===== src/rtl/ifetch_pkg.sv =====
// Shared types and constants for the instruction fetch unit.
package ifetch_pkg;

    localparam int XLEN = 32;

    localparam logic [XLEN-1:0] INSN_EBREAK = 32'h0010_0073;
    localparam logic [XLEN-1:0] INSN_NOP    = 32'h0000_0013;

    // One fetched word together with the address it came from.
    typedef struct packed {
        logic [XLEN-1:0] pc;
        logic [XLEN-1:0] instruction;
    } fetch_entry_t;

endpackage


===== src/rtl/instruction_fetch_if.sv =====
// Fetch-unit bus bundle: instruction memory read port, redirect input and
// the decode-side valid/ready output. master = fetch unit, slave = environment.
interface instruction_fetch_if;
    import ifetch_pkg::*;

    logic [XLEN-1:0] mem_address;
    logic [XLEN-1:0] mem_instruction;
    logic            redirect_valid;
    logic [XLEN-1:0] redirect_target;
    logic            out_valid;
    logic            out_ready;
    logic [XLEN-1:0] out_instruction;
    logic [XLEN-1:0] out_pc;
    logic            halted;

    modport master (
        output mem_address,
        input  mem_instruction,
        input  redirect_valid,
        input  redirect_target,
        output out_valid,
        input  out_ready,
        output out_instruction,
        output out_pc,
        output halted
    );

    modport slave (
        input  mem_address,
        output mem_instruction,
        output redirect_valid,
        output redirect_target,
        input  out_valid,
        output out_ready,
        input  out_instruction,
        input  out_pc,
        input  halted
    );

endinterface


===== src/rtl/fetch_queue.sv =====
// Synchronous FIFO of fetch entries. Flush wins over push/pop; a push is
// accepted while full only when a pop frees the head in the same cycle.
// Head is read combinationally and forced to zero when the queue is empty.
module fetch_queue
    import ifetch_pkg::*;
#(
    parameter int DEPTH = 2
) (
    input  logic         clock,
    input  logic         reset,
    input  logic         flush,
    input  logic         push,
    input  fetch_entry_t push_data,
    input  logic         pop,
    output fetch_entry_t head,
    output logic         valid,
    output logic         full
);

    localparam int AW = (DEPTH > 1) ? $clog2(DEPTH) : 1;
    localparam logic [AW:0]   DEPTH_C = DEPTH[AW:0];
    localparam logic [AW-1:0] PTR_ONE = 1;
    localparam logic [AW:0]   CNT_ONE = 1;

    fetch_entry_t  storage [DEPTH];
    logic [AW-1:0] wr_ptr;
    logic [AW-1:0] rd_ptr;
    logic [AW:0]   count;
    logic          do_push;
    logic          do_pop;

    assign valid   = (count != '0);
    assign full    = (count == DEPTH_C);
    assign do_pop  = pop && valid && !flush;
    assign do_push = push && (!full || do_pop) && !flush;

    // Pointer and occupancy bookkeeping; pointers wrap naturally (power-of-two depth).
    always_ff @(posedge clock or posedge reset) begin
        if (reset) begin
            wr_ptr <= '0;
            rd_ptr <= '0;
            count  <= '0;
        end else if (flush) begin
            wr_ptr <= '0;
            rd_ptr <= '0;
            count  <= '0;
        end else begin
            if (do_push) wr_ptr <= wr_ptr + PTR_ONE;
            if (do_pop)  rd_ptr <= rd_ptr + PTR_ONE;
            case ({do_push, do_pop})
                2'b10:   count <= count + CNT_ONE;
                2'b01:   count <= count - CNT_ONE;
                default: count <= count;
            endcase
        end
    end

    // Entry storage; contents are don't-care until counted valid, so no reset.
    always_ff @(posedge clock) begin
        if (do_push) storage[wr_ptr] <= push_data;
    end

    assign head = valid ? storage[rd_ptr] : '0;

endmodule


===== src/rtl/instruction_fetch.sv =====
// Instruction fetch unit: PC register, enqueue/redirect control and an
// optional halt-on-EBREAK (enabled by defining IFETCH_HALT_EN).
module instruction_fetch
    import ifetch_pkg::*;
#(
    parameter logic [XLEN-1:0] RESET_PC    = 32'h0000_0000,
    parameter int              QUEUE_DEPTH = 2
) (
    input  logic                  clock,
    input  logic                  reset,
    instruction_fetch_if.master   bus
);

    logic [XLEN-1:0] pc;
    logic            halt_q;
    logic            q_full;
    logic            q_valid;
    logic            enq;
    logic            deq;
    fetch_entry_t    q_head;
    fetch_entry_t    push_data;
    logic            unused_tgt_lsb;

    // Redirect kills any enqueue; a full queue only takes a word if decode drains it.
    assign deq       = q_valid && bus.out_ready;
    assign enq       = !bus.redirect_valid && !halt_q && (!q_full || deq);
    assign push_data = '{pc: pc, instruction: bus.mem_instruction};

    fetch_queue #(
        .DEPTH     (QUEUE_DEPTH)
    ) u_queue (
        .clock     (clock),
        .reset     (reset),
        .flush     (bus.redirect_valid),
        .push      (enq),
        .push_data (push_data),
        .pop       (deq),
        .head      (q_head),
        .valid     (q_valid),
        .full      (q_full)
    );

    // PC: redirect reloads a word-aligned target, otherwise advance per fetched word.
    always_ff @(posedge clock or posedge reset) begin
        if (reset) begin
            pc <= RESET_PC;
        end else if (bus.redirect_valid) begin
            pc <= {bus.redirect_target[XLEN-1:2], 2'b00};
        end else if (enq) begin
            pc <= pc + 32'd4;
        end
    end

`ifdef IFETCH_HALT_EN
    // Halt after enqueuing an EBREAK; only a redirect (or reset) restarts fetch.
    always_ff @(posedge clock or posedge reset) begin
        if (reset) begin
            halt_q <= 1'b0;
        end else if (bus.redirect_valid) begin
            halt_q <= 1'b0;
        end else if (enq && (bus.mem_instruction == INSN_EBREAK)) begin
            halt_q <= 1'b1;
        end
    end
`else
    assign halt_q = 1'b0;
`endif

    assign unused_tgt_lsb      = ^bus.redirect_target[1:0];

    assign bus.mem_address     = pc;
    assign bus.out_valid       = q_valid;
    assign bus.out_pc          = q_head.pc;
    assign bus.out_instruction = q_head.instruction;
    assign bus.halted          = halt_q;

endmodule

===== src/flat_wrapper.sv =====
// flat-port wrapper written by rule: the top's interface ports become plain ports
module instruction_fetch_flat import ifetch_pkg::*;
#(
    parameter logic [XLEN-1:0] RESET_PC    = 32'h0000_0000,
    parameter int              QUEUE_DEPTH = 2
)
  (clock, reset, bus_mem_address, bus_mem_instruction, bus_redirect_valid, bus_redirect_target, bus_out_valid, bus_out_ready, bus_out_instruction, bus_out_pc, bus_halted);
  instruction_fetch_if bus_i ();
  input  logic clock;
  input  logic reset;
  output wire logic [$bits(bus_i.mem_address)-1:0] bus_mem_address;
  input wire logic [$bits(bus_i.mem_instruction)-1:0] bus_mem_instruction;
  input wire logic [$bits(bus_i.redirect_valid)-1:0] bus_redirect_valid;
  input wire logic [$bits(bus_i.redirect_target)-1:0] bus_redirect_target;
  output wire logic [$bits(bus_i.out_valid)-1:0] bus_out_valid;
  input wire logic [$bits(bus_i.out_ready)-1:0] bus_out_ready;
  output wire logic [$bits(bus_i.out_instruction)-1:0] bus_out_instruction;
  output wire logic [$bits(bus_i.out_pc)-1:0] bus_out_pc;
  output wire logic [$bits(bus_i.halted)-1:0] bus_halted;
  assign bus_mem_address = bus_i.mem_address;
  assign bus_i.mem_instruction = bus_mem_instruction;
  assign bus_i.redirect_valid = bus_redirect_valid;
  assign bus_i.redirect_target = bus_redirect_target;
  assign bus_out_valid = bus_i.out_valid;
  assign bus_i.out_ready = bus_out_ready;
  assign bus_out_instruction = bus_i.out_instruction;
  assign bus_out_pc = bus_i.out_pc;
  assign bus_halted = bus_i.halted;
  instruction_fetch #(.RESET_PC(RESET_PC), .QUEUE_DEPTH(QUEUE_DEPTH)) u_core (.clock(clock), .reset(reset), .bus(bus_i));
endmodule

===== config.mk =====
export PLATFORM = sky130hd
export DESIGN_NAME = instruction_fetch_flat
export DESIGN_NICKNAME = d
export VERILOG_FILES = /design/src/rtl/ifetch_pkg.sv /design/src/rtl/instruction_fetch_if.sv /design/src/rtl/fetch_queue.sv /design/src/rtl/instruction_fetch.sv /design/src/flat_wrapper.sv
export SDC_FILE = /design/constraint.sdc
export NUM_CORES = 1
export LEC_CHECK = 0
export BUFFER_PORTS_ARGS = -buffer_cell sky130_fd_sc_hd__clkbuf_2
export CAP_MARGIN = 20
export CORE_ASPECT_RATIO = 0.7
export CORE_MARGIN = 4
export CORE_UTILIZATION = 30
export DETAILED_ROUTE_END_ITERATION = 8
export GPL_TIMING_DRIVEN = 0
export PLACE_DENSITY = 0.51
export SETUP_SLACK_MARGIN = 0.5
export SKIP_LAST_GASP = 1
export SYNTH_ARGS = -nofsm -noshare
export SYNTH_HDL_FRONTEND = slang
export SYNTH_SLANG_ARGS = --single-unit

===== constraint.sdc =====
create_clock -name clock -period 7.8 [get_ports clock]
set_clock_uncertainty 0.05 [all_clocks]
set_input_delay 0.78 -clock clock [delete_from_list [all_inputs] [get_ports clock]]
set_output_delay 0.78 -clock clock [all_outputs]
set_load 0.02 [all_outputs]

# Word-level counts from Yosys, hierarchy flattened
# Memory sizes are Yosys's and may differ from the RTL's.
# Index checks and enable logic that the tools add are counted.
# Widths: inputs -> output; s select.
op_classes:
  n_mux: 11
  addsub: 5
  n_reduce_logical: 15
  n_eq_ne: 3
ops:
  columns: ["operator", "count"]
  rows:
  - ["$mux 32", 2]
  - ["$mux 64", 1]
  - ["$add 32x3->32 const B", 1]
  - ["$reduce_bool 2->1", 4]
  - ["$logic_and 1x1->1", 6]
  - ["$mux 1", 6]
  - ["$eq 2x2->1 const B", 2]
  - ["$pmux 2 s2", 1]
  - ["$reduce_bool 3->1", 1]
  - ["$add 1x1->1 const B", 2]
  - ["$add 2x1->2 const B", 1]
  - ["$eq 2x1->1 const B", 1]
  - ["$logic_not 1->1", 2]
  - ["$logic_or 1x1->1", 2]
  - ["$mux 2", 1]
  - ["$sub 2x1->2 const B", 1]
totals:
  regBits: 36
  in_bits: 68
  out_inout_bits: 98
  ramBits: 128
  mem_count: 1
mem_list:
  columns: ["name", "depth", "word_bits", "read_ports", "rd_ports_with_merged_regs", "wr", "line_no", "source"]
  rows:
  - ["u_core.u_queue.storage", 2, 64, 1, 0, 1, "fetch_queue.sv:25", "fetch_entry_t storage [DEPTH];"]

# Longest topological paths before layout
# Gate-level depths: netlist of the first run.
logic_depth:
  depth_word: 10
  depth_mapped: 6
  mapped_depth_nobuf: 5

# Modules after synthesis
# From an unflattened synthesis of the first run, not the netlist that was laid out.
hier_totals:
  hier_cells: 520
  area_unflattened_um2: 6929.1
modules_own_cells:
  columns: ["module", "seq_area_each_um2", "area_each_um2", "cells_per_inst", "n_inst"]
  rows:
  - ["fetch_queue", 3943.8, 5056.1, 301, 1]
  - ["instruction_fetch", 750.7, 1873.0, 219, 1]

# Worst setup path before layout of the first run
# OpenSTA, ideal clock, no wires.
synth_timing:
  path_kind: "input to register"
  from: "input bus_redirect_valid"
  to: "memory u_core.u_queue.storage[0][0] in the netlist's numbering (enable)"
  path_stages: 4
  required_ns: 7.192
  path_buffers: 3
  arrival_ns: 5.660
  setup_ns: 0.558
  setup_slack_ns: 1.532
  cell_sequence: "clkbuf_1 -> clkbuf_1 -> buf_1 -> nor3_1"
synth_between:
  elab_chain_cells: 7
  elab_cells_between_ends: 8
synth_rtl:
  columns: ["element", "line_no", "source"]
  rows:
  - ["start, declared", "flat_wrapper.sv:13", "input wire logic [$bits(bus_i.redirect_valid)-1:0] bus_redirect_valid;"]
  - ["$logic_not 1->1 (*)", "fetch_queue.sv:34, fetch_queue.sv:35, instruction_fetch.sv:26", null]
  - ["$logic_and 1x1->1", "fetch_queue.sv:34", "assign do_pop = pop && valid && !flush;"]
  - ["$logic_or 1x1->1", "fetch_queue.sv:35", "assign do_push = push && (!full || do_pop) && !flush;"]
  - ["$logic_and 1x1->1", "fetch_queue.sv:35", null]
  - ["$logic_and 1x1->1 (*)", "fetch_queue.sv:35", null]
  - ["$mux 1 (*)", "fetch_queue.sv:60", "if (do_push) storage[wr_ptr] <= push_data;"]
  - ["$mux 1 (implied by the code) (*)", "fetch_queue.sv:60", null]
  - ["end, declared", "fetch_queue.sv:25", null]
# Mark *: on every way between the ends. The rest lies on a longest branch, timed or not.

# Worst setup path after layout of the first run
layout_timing:
  from: "register u_core.u_queue.rd_ptr"
  to: "output bus_out_pc[12]"
layout_between:
  elab_chain_cells: 2
layout_rtl:
  columns: ["element", "line_no", "source"]
  rows:
  - ["start, declared", "fetch_queue.sv:27", "logic [AW-1:0] rd_ptr;"]
  - ["start signal, assigned", "fetch_queue.sv:49", "if (do_pop) rd_ptr <= rd_ptr + PTR_ONE;"]
  - ["$mem_v2 2x64", null, null]
  - ["$mux 64", "fetch_queue.sv:63", "assign head = valid ? storage[rd_ptr] : '0;"]
  - ["end, declared", "flat_wrapper.sv:18", "output wire logic [$bits(bus_i.out_pc)-1:0] bus_out_pc;"]
# No other way between the ends.

==> metrics, run 1 <==
worst-margin pin slew=1080 ps; Cells after DPL=955; core area=21800 um2; post-synthesis cell type count=44; Hold Path Class=input pin to async pin; Post-CTS Setup Repair Bufs=0; CP endpoint kind=output port; Fin. Hold Viols=0; Tmin final=3350 ps; Antenna Nets Post-Route=0; Reg clk slew, reported paths=60 ps; diode count=0; RSZ-0062 raised after global routing=no; Fmax=299 MHz; clock latency on the worst-skew pair=420 ps; combinational family with the most area after synthesis=simple AND/OR/NAND/NOR gates; DRC=0; most frequent cells in the layout=clkbuf_2, edfxtp_1, nor2_1, mux2i_1, dfrtp_1; register area share after synthesis=0.683; dpl ws=4590 ps; fill cell count=2115; Syn Area/Cell=13.3 um2; crit path launch type=register; PwrDens=262 nW/um2; Vias=4748; #FFs+latches synth=158; Layout area overhead=27.6%; final hold slack=439 ps; Chip Height=133 um; yosys warns=0; Worst Path Required=6970 ps; CTS max path bufs=2; mux cell area share after synthesis=0.0942; first-pass GRT wire length=28300 um; cells after synthesis=505; input/output buffers=157; Simple-Gate Fraction of Synth Area=0.131; number of global-route vias before repair=4786; Layout Nets=761; ys async rst share=0.215; Initial Utilization=0.307; 1st-pass router iterations=4; Routability Congestion=0.796; I/O pin count=166; Post-CTS Resized=0; Leakage=3.27 nW; Setup CP Type=register to output port; peak supply drop=0.125 mV; Root Driver=clkbuf_16; final setup margin=4450 ps; most common flop cell mapped by yosys=edfxtp_1; FP Rows=45; most common cell after layout, fill and taps aside=clkbuf_2; Remaining Overflow, GRT=0; total wire length=18000 um; Setup TNS=0 ps; arrival time worst endpoint=2520 ps; non-filler cells, final=987; maximum fanout along the worst path=10; Max Cap Viol=0; WL/cell=18.2 um; clock tree from TritonCTS=built; initial antenna violation count=0; htree depth=4; clk sinks=158; HPWL Detailed=13200 um; Adder-Cell Fraction of Synth Area=0.00187; Syn Std Cell Area=6700 um2; final max-slew violation count=0; Max transition margin=0.272; pin count of the biggest net entering global routing=46; via density per instance=4.81; DR iter-0 viols=325; Die W=187 um; status=finished, final reports clean; die area=24800 um2; setup violators final=0; Hold Buf Count CTS=0; EDFF count, synth=124; Total GRT Usage=0.148; layout cells sized above 1=0.301; Power Total=2.24 mW; Tcrit/Tclk final=0.429; Synth Area in Compound Gates=0.0491; cts bufs inserted=17; xor/xnor share of the synthesized area=0.0144
worst max-delay path: stages, from the launching register on:
cell and delay, ps:
dfrtp_1 320, clkbuf_1 570, buf_1 650, mux2i_1 300, nor2_1 60, clkbuf_2 190
power by group:
group	internal [mW]	switching, mW
combinational	0.136	0.259
clock	0.450	0.358
sequential	0.988	0.0488
final cells by class:
type	count	area [um2]	area share
clock buffers	17	425	0.0498
flip-flops and latches	158	4570	0.535
inverters	8	30.0	0.00351
repair buffers	164	892	0.104
multi-input cells	311	1970	0.231
clock inverters	15	151	0.0177
plain buffers	32	143	0.0167
well taps	282	353	0.0413
layer usage:
| layer | track usage | up-vias | routed length [um] |
|---|---|---|---|
| met1 | 0.212 | 2316 | 8620 |
| met2 | 0.222 | 167 | 7930 |
| met5 | 0 | - | 0 |
| met4 | 0.0279 | 0 | 123 |
| met3 | 0.0506 | 13 | 1330 |
| li1 | - | 2252 | - |
state kept, by name (all words and copies together) (netlist names):
signal / flops
u_core.u_queue.storage: 124
u_core.bus.mem_address: 30
u_core.u_queue.count: 2
u_core.u_queue.rd_ptr: 1
u_core.u_queue.wr_ptr: 1
final timing paths:
path | slack [ps] | end | cells past startpoint | start
worst max-delay path | 4450 | bus_out_pc[12] | 5 | u_core.u_queue.rd_ptr
worst min-delay path | 440 | u_core.bus.mem_address[3] | 2 | reset
worst max register to register | 5410 | u_core.bus.mem_address[31] | 6 | u_core.bus.mem_address[11]
worst min register to register | 520 | u_core.u_queue.storage[1][63] | 0 | u_core.bus.mem_address[31]
max in group asynchronous | 6760 | u_core.bus.mem_address[13] | 2 | reset
min in group clock | 490 | u_core.u_queue.storage[0][27] | 1 | bus_mem_instruction[27]
through the flow:
step	cell area, um2	util
floorplan	6710	-
global placement	7850	0.360
detailed placement	7970	0.366
CTS	8540	0.392
global route	8540	0.392
finish	8540	0.392
Yosys cell counts, types with 5 or more instances:
| master | number | area [um2] |
|---|---|---|
| a31oi_1 | 13 | 81.3 |
| buf_1 | 6 | 22.5 |
| buf_4 | 5 | 37.5 |
| clkbuf_1 | 18 | 67.6 |
| dfrtp_1 | 34 | 851 |
| edfxtp_1 | 124 | 3720 |
| inv_1 | 8 | 30.0 |
| mux2i_1 | 63 | 631 |
| nand2_1 | 25 | 93.8 |
| nand3_1 | 19 | 95.1 |
| nand4_1 | 9 | 56.3 |
| nor2_1 | 82 | 308 |
| nor2b_1 | 5 | 31.3 |
| nor3_1 | 9 | 45.0 |
| o21ai_0 | 14 | 70.1 |
| o31ai_1 | 10 | 75.1 |
| or3_1 | 5 | 31.3 |
| or4_1 | 11 | 82.6 |
| xnor2_1 | 8 | 70.1 |
cell families after synthesis:
family,Yosys count
other,1
xor gates and xnor gates,11
adders and majority gates,1
and+or+nand+nor,181
DFF,158
muxes,63
AOI/OAI and AO/OA,50
buffers and inverters,40
No activity file was read; power rests on OpenSTA's default activity.
==> run 2: changes to the inputs <==
- ABC_AREA: not set -> 1
- clock period: 7.8 -> 3.13 ns (I/O delays scaled with it)
==> run 2 against run 1 <==
Synthesized area up 4.1%. Global-route usage grew 1.3 points. Non-clock buffer count up 3. First-iteration DRC count grew 13%. Combinational power rose by 140%. Utilization grew 0.17 points. Cell area is 4.8% higher. Worst setup slack got worse by 3800 ps. Critical endpoint is now bus_out_pc[29]. Highest routed layer unchanged.
==> metrics, run 2 <==
DRC=0; Vias=5518; most frequent cells in the layout=nand2_1, clkbuf_2, edfxtp_1, a21oi_1, nor2_1; number of global-route vias before repair=5206; Fmax=401 MHz; EDFF count, synth=124; most common flop cell mapped by yosys=edfxtp_1; Post-DP Area=8270 um2; most common cell in the netlist=nand2_1; dpl ws=726 ps; I/O pin count=166; most common cell after layout, fill and taps aside=nand2_1; yosys warns=0; Setup TNS=0 ps; cts bufs inserted=17; Syn Std Cell Area=6970 um2; max FFs per register=124; met1 usage=0.253; CTS max path bufs=2; final max-slew violation count=0; Leakage=3.79 nW; register area share after synthesis=0.656; Setup CP Type=register to output port; gr busiest metal=met1; status=finished, final reports clean; post-synthesis cell type count=26; ys async rst share=0.215; Reg clk slew, reported paths=70 ps; cells after synthesis=712; met3 usage in global routing=0.0366; core area=22700 um2; Reg-to-Reg End=u_core.u_queue.storage[0][44]; RSZ-0062 raised after global routing=no; crit path launch type=register; Power Total=5.69 mW; diode count=0; Max transition margin=0.488; ranking of synthesized cells by area=edfxtp_1, nand2_1, dfrtp_1, a21oi_1, nand3_1; layout cells sized above 1=0.242; die area=25800 um2; Fin. Hold Viols=0; Chip Height=136 um; CP endpoint kind=output port; #FFs+latches synth=158; Final Cell Area=8950 um2; Tcrit/Tclk final=0.797; Worst Path Required=2770 ps; HPWL Detailed=15000 um; Setup crit end=bus_out_pc[29]; input/output buffers=157; first-pass GRT wire length=31200 um; clock tree from TritonCTS=built; reg2reg path depth=7; Routability Congestion=0.874; Synth top area share=0.534; 1st-pass router iterations=5; clk sinks=158; most flop-heavy register=u_core.u_queue.storage; WL/cell=16.8 um; Worst Setup SP=u_core.u_queue.count[1]; final setup margin=636 ps; Layout area overhead=28.4%; Tmin final=2490 ps; pin count of the biggest net entering global routing=35; final hold slack=24.9 ps; Max Cap Viol=0; Syn Area/Cell=9.79 um2; Antenna Nets Post-Route=0; arrival time worst endpoint=2130 ps; top cells by count, synth=nand2_1, edfxtp_1, a21oi_1; Die W=190 um; setup violators final=0; clock latency on the worst-skew pair=430 ps; PwrDens=636 nW/um2; total wire length=20600 um; DR iter-0 viols=366; Initial Utilization=0.307; peak supply drop=0.355 mV; Layout Nets=971; via density per instance=4.50; Synth area leader=edfxtp_1; Root Driver=clkbuf_16; initial antenna violation count=0; reg-to-reg setup timing slack=780 ps; FP Rows=46; htree depth=4; met2 Usage GRT=0.222; Remaining Overflow, GRT=0; Total GRT Usage=0.161; worst r2r src=u_core.u_queue.count[1]; maximum fanout along the worst path=10; worst-margin pin slew=766 ps; Hold Path Class=input pin to register
-- run 2: cell count changes in the layout (fill, tap and decap cells not counted), moves of 20 or more --
cell and delta:
a21oi_1 +60, inv_1 +25, mux2i_1 -63, nand2_1 +268, nand3_1 +20, nor2_1 -35
-- run 2: metal layers --
layer  wire length (um)  share of wire  vias up
met5                  0              0        -
met4                208          0.010        0
met3               1360          0.066       14
met2               8600           0.42      164
met1              10500           0.51     2613
li1                   -              -     2727
-- run 2: kinds of logic after synthesis --
kind of cell | after synthesis | share of synthesized area
flops | 158 | 0.656
simple gates | 397 | 0.227
xor+xnor | 13 | 0.0163
compound gates | 76 | 0.0580
fa+ha+maj | 1 | 0.00179
buf+inv | 66 | 0.0400
other cells | 1 | 0.000538
-- run 2: cell type report --
| type | instances | area (um2) |
|---|---|---|
| buffer | 32 | 153 |
| clock buffer | 23 | 500 |
| clock inverter | 9 | 121 |
| fill | 2278 | 13800 |
| inverter | 34 | 128 |
| multi-input combinational | 492 | 2150 |
| sequential | 158 | 4570 |
| tap | 312 | 390 |
| timing repair buffer | 167 | 933 |
-- run 2: metrics by stage --
step,util,cells
final,0.394,1227
after global routing,0.394,1227
after CTS,0.394,1227
after detailed placement,0.364,1189
after global placement,0.359,1185
after floorplan,-,716
-- run 2: timing repair --
item	CTS	global route
gates resized for setup	1	1
pin swaps	0	0
endpoints found under the hold margin	43	0
setup endpoints to repair	60	1
buffers inserted	0	0
hold buffers	6	0
-- run 2: critical path: stages (launching register included) --
cell	delay (ps)
dfrtp_1	410
nor2_2	460
clkbuf_1	510
a21oi_1	130
clkbuf_2	190
-- run 2: worst min path at each step --
stage	from	to	slack [ps]	depth (start not counted)
2_1_floorplan	bus_mem_instruction[0]	u_core.u_queue.storage[0][0]	360	0
3_3_place_gp	u_core.u_queue.count[1]	u_core.u_queue.count[1]	440	2
3_5_place_dp	reset	u_core.bus.mem_address[22]	440	2
4_1_cts	bus_mem_instruction[17]	u_core.u_queue.storage[1][17]	0.09	1
5_1_grt	bus_mem_instruction[25]	u_core.u_queue.storage[0][25]	5	1
6_report	bus_mem_instruction[3]	u_core.u_queue.storage[1][3]	20	1
-- run 2: where the power goes --
group / switching (mW) / internal, mW / total (mW)
clock: 0.864 / 1.31 / 2.17
combinational: 0.657 / 0.280 / 0.938
sequential: 0.133 / 2.45 / 2.58
